File: config.mk
export PLATFORM = sky130hd
export DESIGN_NAME = vend_dispense_ctrl
export DESIGN_NICKNAME = d
export VERILOG_FILES = /design/src/rtl/vend_pkg.sv /design/src/rtl/vend_evt_fifo.sv /design/src/rtl/vend_dispense_ctrl.sv
export SDC_FILE = /design/constraint.sdc
export NUM_CORES = 1
export LEC_CHECK = 0
export BUFFER_PORTS_ARGS = -buffer_cell sky130_fd_sc_hd__clkbuf_2
export CAP_MARGIN = 5
export CORE_ASPECT_RATIO = 0.7
export CORE_UTILIZATION = 40
export CTS_CLUSTER_DIAMETER = 60
export DETAILED_ROUTE_END_ITERATION = 12
export SYNTH_ARGS = -nofsm -noshare
export SYNTH_HDL_FRONTEND = slang
export SYNTH_SLANG_ARGS = --single-unit
File: constraint.sdc
create_clock -name clk -period 4.9 [get_ports clk]
set_clock_uncertainty 0.1 [all_clocks]
set_input_delay 0.735 -clock clk [delete_from_list [all_inputs] [get_ports clk]]
set_output_delay 0.735 -clock clk [all_outputs]
set_load 0.02 [all_outputs]
File: src/rtl/vend_pkg.sv
// Shared types and widths for the vending dispense controller.
// The state enum is 3 bits with IDLE encoded as zero.
package vend_pkg;

   localparam int CNT_W   = 8;
   localparam int ENTRY_W = 1;

   typedef enum logic [2:0] {
      IDLE  = 3'd0,
      P_REQ = 3'd1,
      P_REL = 3'd2,
      C_REQ = 3'd3,
      C_REL = 3'd4
   } vend_state_t;

   // Counters stop at zero instead of wrapping to 255
   function automatic logic [CNT_W-1:0] sat_dec(input logic [CNT_W-1:0] v);
      return (v == '0) ? v : v - CNT_W'(1);
   endfunction

endpackage

File: src/rtl/vend_evt_fifo.sv
// Synchronous event FIFO. Pointers carry an extra MSB so that full and empty can be told apart.
// A push while full is accepted only when a pop happens in the same cycle.
module vend_evt_fifo
   import vend_pkg::*;
#(
   parameter int DEPTH = 4
) (
   input  logic               clk,
   input  logic               rst_n,
   input  logic               push,
   input  logic               pop,
   input  logic [ENTRY_W-1:0] din,
   output logic [ENTRY_W-1:0] dout,
   output logic               full,
   output logic               empty
);

   localparam int AW = $clog2(DEPTH);

   logic [ENTRY_W-1:0] mem [DEPTH];
   logic [AW:0]        wr_ptr;
   logic [AW:0]        rd_ptr;
   logic               do_push;
   logic               do_pop;

   assign empty   = (wr_ptr == rd_ptr);
   assign full    = (wr_ptr[AW] != rd_ptr[AW]) && (wr_ptr[AW-1:0] == rd_ptr[AW-1:0]);
   assign do_pop  = pop && !empty;
   assign do_push = push && (!full || do_pop);
   assign dout    = mem[rd_ptr[AW-1:0]];

   always_ff @(posedge clk or negedge rst_n) begin
      if (!rst_n) begin
         wr_ptr <= '0;
         rd_ptr <= '0;
      end else begin
         if (do_push) wr_ptr <= wr_ptr + (AW+1)'(1);
         if (do_pop)  rd_ptr <= rd_ptr + (AW+1)'(1);
      end
   end

   always_ff @(posedge clk) begin
      if (do_push) mem[wr_ptr[AW-1:0]] <= din;
   end

endmodule

File: src/rtl/vend_dispense_ctrl.sv
// Queues sale events from the vending FSM and plays them out to the product and change
// actuators over 4-phase handshakes, tracking stock/coin counts and sticky fault flags.
module vend_dispense_ctrl
   import vend_pkg::*;
#(
   parameter int DEPTH      = 4,
   parameter int STOCK_INIT = 8,
   parameter int COIN_INIT  = 8
) (
   input  logic             clk,
   input  logic             rst_n,
   input  logic             p_in,
   input  logic             c_in,
   output logic             prod_req,
   input  logic             prod_ack,
   output logic             chg_req,
   input  logic             chg_ack,
   output logic             busy,
   output logic [CNT_W-1:0] stock_cnt,
   output logic [CNT_W-1:0] coin_cnt,
   output logic             overflow,
   output logic             stock_fault,
   output logic             coin_fault
);

   vend_state_t        state;
   logic [ENTRY_W-1:0] head;
   logic [ENTRY_W-1:0] entry;
   logic               fifo_full;
   logic               fifo_empty;
   logic               pop;

   // The FSM takes a new event only from IDLE, so a freshly pushed entry is never popped that cycle
   assign pop  = (state == IDLE) && !fifo_empty;
   assign busy = (state != IDLE) || !fifo_empty;

   vend_evt_fifo #(.DEPTH(DEPTH)) u_fifo (
      .clk   (clk),
      .rst_n (rst_n),
      .push  (p_in),
      .pop   (pop),
      .din   (c_in),
      .dout  (head),
      .full  (fifo_full),
      .empty (fifo_empty)
   );

   // Request outputs are registered alongside the state so they change on the transition edge
   always_ff @(posedge clk or negedge rst_n) begin
      if (!rst_n) begin
         state       <= IDLE;
         entry       <= '0;
         prod_req    <= 1'b0;
         chg_req     <= 1'b0;
         stock_cnt   <= CNT_W'(STOCK_INIT);
         coin_cnt    <= CNT_W'(COIN_INIT);
         overflow    <= 1'b0;
         stock_fault <= 1'b0;
         coin_fault  <= 1'b0;
      end else begin
         if (p_in && fifo_full && !pop) overflow <= 1'b1;
         case (state)
            IDLE: begin
               if (!fifo_empty) begin
                  entry <= head;
                  if (stock_cnt == '0) begin
                     stock_fault <= 1'b1;
                  end else begin
                     state    <= P_REQ;
                     prod_req <= 1'b1;
                  end
               end
            end
            P_REQ: begin
               if (prod_ack) begin
                  stock_cnt <= sat_dec(stock_cnt);
                  prod_req  <= 1'b0;
                  state     <= P_REL;
               end
            end
            P_REL: begin
               if (!prod_ack) begin
                  if (entry[0] && (coin_cnt != '0)) begin
                     state   <= C_REQ;
                     chg_req <= 1'b1;
                  end else begin
                     if (entry[0]) coin_fault <= 1'b1;
                     state <= IDLE;
                  end
               end
            end
            C_REQ: begin
               if (chg_ack) begin
                  coin_cnt <= sat_dec(coin_cnt);
                  chg_req  <= 1'b0;
                  state    <= C_REL;
               end
            end
            C_REL: begin
               if (!chg_ack) state <= IDLE;
            end
            default: begin
               state    <= IDLE;
               prod_req <= 1'b0;
               chg_req  <= 1'b0;
            end
         endcase
      end
   end

endmodule

Word level (Yosys, flattened, before mapping)
Memory sizes are Yosys's and may differ from the RTL's. A register that Yosys moved wholly into a read port is not among the register bits. Cells that the tools add are included.

Bits in read-only memories: 0. Flip-flop bits (word level): 30. Bits in latches: 0. Logic and storage cells: 82. Bits of input ports: 6. RAM bits: 4. Memories: 1.

$lt $le $gt $ge: 0. Mux-type cells: 18. $mul: 0. Add/sub/neg operators: 4. Div/mod/pow operators: 0. Reductions and logical operators: 28. Shift operators: 0. Bitwise gates (word level): 7. Eq/ne operators: 14.

Memory list: u_fifo.mem (words 4, bits a word 1, read ports 1, clocked after Yosys merged registers in 1, wr ports 1, line vend_evt_fifo.sv:20) `logic [ENTRY_W-1:0] mem [DEPTH];`.

Operators by type and width (number): $mux 3 (6); $logic_not 8->1 (2); $sub 8x1->8 const B (2); $pmux 3 s5 (1); $ne 2x2->1 const B (7); $reduce_and 4->1 (3); $reduce_and 3->1 (3); $mux 1 (8); $reduce_bool 8->1 (1); $logic_and 1x1->1 (7); $not 1->1 (7); $add 3x1->3 const B (2); $eq 3x2->1 const B (2); $pmux 1 s3 (2); $reduce_and 6->1 (1); $reduce_or 3->1 (2); $logic_not 1->1 (4); $eq 3x1->1 const B (1); $eq 3x3->1 (1); $eq 3x3->1 const B (1); $logic_not 3->1 (1); $reduce_bool 3->1 (1); $eq 2x2->1 (1); $logic_or 1x1->1 (2); 3 further kinds (3).

Longest topological paths before layout
Depth after elaboration: 8. Depth in mapped cells: 6. Depth with buffers taken out: 6.

By module
Synthesis repeated with hierarchy kept, for this count alone.

Cells, all modules: 158. Area, all modules: 1826.8 µm².

Modules (own cells, without submodules): vend_dispense_ctrl (cells each 118, seq. area each 628.1 µm², times used 1, area an instance 1268.7 µm²); vend_evt_fifo (cells each 40, seq. area each 270.3 µm², times used 1, area an instance 558.0 µm²).

Worst setup path after synthesis
No wires, ideal clock.

Kind: register to output. From: register u_fifo.wr_ptr[0]. To: output busy. Data arrival time: 1.121 ns. Buffers on the path: 0. Slack: 2.944 ns. Stages on the path, launching flop included: 3. Path through: dfrtp_1 > xnor2_1 > nand4_1.

Word-level cells in the longest chain between the ends: 3.

Ends and longest elaborated chain: start, declared (line vend_evt_fifo.sv:21) `logic [AW:0] wr_ptr;`; start signal, assigned (line vend_evt_fifo.sv:37) `if (do_push) wr_ptr <= wr_ptr + (AW+1)'(1);`; $eq 3x3->1 (line vend_evt_fifo.sv:26) `assign empty = (wr_ptr == rd_ptr);`; $logic_not 1->1 (line vend_dispense_ctrl.sv:35) `assign busy = (state != IDLE) || !fifo_empty;`; $logic_or 1x1->1 (line vend_dispense_ctrl.sv:35); end, declared (line vend_dispense_ctrl.sv:18) `output logic busy,`.

No other way between the ends.

Worst setup path in the final report
From: register u_fifo.wr_ptr[1]. To: output busy.

The elaborated chain is that of the path after synthesis.

==> run metrics <==
status=complete, no violations; switching power=658 uW; Reg clk slew, reported paths=~0.07 ns; Vias/cell=5.04; slew margin rel.=0.488; dpl ws=2.82 ns; Yosys top cell by area=dfrtp_1; vias in the first global route=between 1000 and 1500; Tmin final=between 2 and 2.5 ns; Final ANT Viol Nets=0; WL final=~3200 um; Finished Layout Cells=~240; Total Routing Usage GR=0.164; hold path cells=1; number of max-cap violations=0; crit path kind=reg2out; first-pass GRT wire length=~5600 um; synthesis-stage register bit count=35; Num CTS Buffers=5; Die X=81.9 um; pwr dens=around 730 nW/um2; Seq/Total Area, Yosys=0.503; drt drc=0; synth-to-layout area growth=15.6%; post-layout util=0.505; post-synthesis cell area=1790 um2; Reg-to-Reg End=state[1]$_DFFE_PN0P_; H-tree Lvls=2; Worst Max-Slew Pin Slew=roughly 0.77 ns; RR Startpoint=coin_cnt[0]$_DFFE_PN0P_; Final Cycle Share=0.487; P_int=about 850 uW; initial core utilization=0.437; Longest Clk Path Bufs=2; die area=~4700 um2; CP max FO=5; Via Count=1190; hold-critical path endpoint=stock_fault$_DFFE_PN0P_; Async SR Flop Fraction=0.886; Post-DP HPWL=2440 um; WL/cell=about 14 um; post-synth cell types=44; TritonCTS clock tree=built; Antenna Cells=0; Highest Clock Rate=~420 MHz; Clock Root Buffer=clkbuf_8; Gate Count Post-Synth=between 150 and 200; Port Buf Inserts=27; CP arrival=between 1.5 and 2 ns; Net Sw Frac=0.437; DRT iter0 DRCs=roughly 120; GPL Wtd Cong=0.769; PostCTS Resize Cnt=0; setup ws final=between 2 and 3 ns; Layout Nets=roughly 200; start point of the worst hold path=stock_fault$_DFFE_PN0P_; kind of path behind the tightest hold check=reg2reg; Placed Cells=between 200 and 250; top-count cell post-synth=dfrtp_1; Register-to-Register Path Depth=6; hold_buf cts=0; CP startpoint kind=flop; first drt pass iteration count=4; Synth Warn #=0; Yosys top cell area share=0.406; die extent in y=57.9 um; P_leak=between 0.0008 and 0.0009 uW; largest net degree at the start of global routing=32; worst endpoint required time=4.07 ns; # IOs=28; Synth area leaders=dfrtp_1, xnor2_1, edfxtp_1, ha_1, dfstp_2; Clk pwr share=0.154; Comb pwr share=0.453; FF-to-FF setup slack=a little over 3 ns; Seq pwr share=0.392; RSZ-0062 raised after global routing=false; Clock Latency Late Sink=0.28 ns; share of layout cells above drive strength 1=0.272; setup TNS=0 ns; Post-synth top cells=dfrtp_1, xnor2_1, nand2_1; Synth Flop Type=dfrtp_1; Max VDD drop=about 0.31 mV; antenna violations before repair=0; Syn Area/Cell=about 12 um2; number of flops mapped to enable cells by yosys=4; clk sink count=35; total grt overflow=0; core area=4090 um2; CP endpoint kind=output port; max-slew violation count=0; endpoints failing setup=0; Post-Syn Nets=roughly 170; postcts setup bufs=0; Hold Vio Cnt, Final=0; num rows=19
[power groups by stage]
stage               registers (uW)  clock network [uW]  logic (uW)
global route                   616                 257         757
finish                         591                 232         683
floorplan                      647                   0         450
global placement               584                   0         670
CTS                            591                 239         692
detailed placement             596                   0         688
[worst max-delay path, cell delays in order (launching register included)]
cell and delay, ns:
dfrtp_1 0.45, xnor2_1 0.47, nand4_1 0.17, clkbuf_2 0.19
[metrics by stage]
step / hold slack [ns] / total power (uW) / area [um2]
finish: 0.371 / 1510 / 2070
CTS: 0.376 / 1520 / 2070
detailed placement: 0.361 / 1280 / 1960
global placement: 0.356 / 1250 / 1960
floorplan: 0.339 / 1100 / 1790
global route: 0.392 / 1630 / 2070
[area by class of cell]
| cell class | count | area [um2] |
|---|---|---|
| Fill cell | 368 | 2020 |
| Tap cell | 52 | 65.1 |
| Clock inverter | 1 | 6.26 |
| Multi-Input combinational cell | 103 | 823 |
| Timing Repair Buffer | 27 | 135 |
| Sequential cell | 35 | 898 |
| Clock buffer | 7 | 96.3 |
| Inverter | 11 | 41.3 |
[sequential cells by signal, summed over array words and instances, names as in the netlist]
| register | flops |
|---|---|
| u_fifo.rd_ptr | 3 |
| entry | 1 |
| state | 3 |
| coin_cnt | 8 |
| stock_fault | 1 |
| chg_req | 1 |
| u_fifo.mem | 4 |
| coin_fault | 1 |
| overflow | 1 |
| prod_req | 1 |
| u_fifo.wr_ptr | 3 |
| stock_cnt | 8 |
[per-layer routing]
| metal | part of all wire | GRT usage | wire length, um | vias up |
|---|---|---|---|---|
| li1 | - | - | - | 581 |
| met1 | 0.53 | 0.247 | 1710 | 576 |
| met2 | 0.41 | 0.214 | 1330 | 31 |
| met3 | 0.048 | 0.0677 | 156 | 2 |
| met4 | 0.0071 | 0.0451 | 23 | 0 |
| met5 | 0 | 0 | 0 | - |
[kinds of logic after synthesis]
kind of cell	count (synthesis)	share of synthesized area
buf+inv	14	0.0364
flops	35	0.503
fa+ha+maj	9	0.0630
mux	5	0.0392
compound gates	15	0.0833
simple gates	52	0.167
xor+xnor	22	0.108
[how the worst max path moves through the flow]
stage / start / end / slack, ns
final: u_fifo.wr_ptr[1]$_DFFE_PN0P_ / busy / 2.51
after global routing: u_fifo.wr_ptr[1]$_DFFE_PN0P_ / busy / 2.34
after CTS: u_fifo.wr_ptr[0]$_DFFE_PN0P_ / busy / 2.50
after detailed placement: u_fifo.wr_ptr[0]$_DFFE_PN0P_ / busy / 2.82
after global placement: u_fifo.wr_ptr[0]$_DFFE_PN0P_ / busy / 2.88
after floorplan: u_fifo.wr_ptr[0]$_DFFE_PN0P_ / busy / 2.94
[placed cells by master (no fill, tap or decap), drive strengths merged, types with 3 or more instances in the layout]
| master | instances |
|---|---|
| a21oi | 4 |
| clkbuf | 34 |
| dfrtp | 29 |
| edfxtp | 4 |
| ha | 9 |
| inv | 12 |
| mux2 | 3 |
| nand2 | 12 |
| nand3 | 8 |
| nor2 | 12 |
| nor3 | 3 |
| nor3b | 3 |
| xnor2 | 19 |
| xor2 | 3 |
No activity file was read; power rests on OpenSTA's default activity.
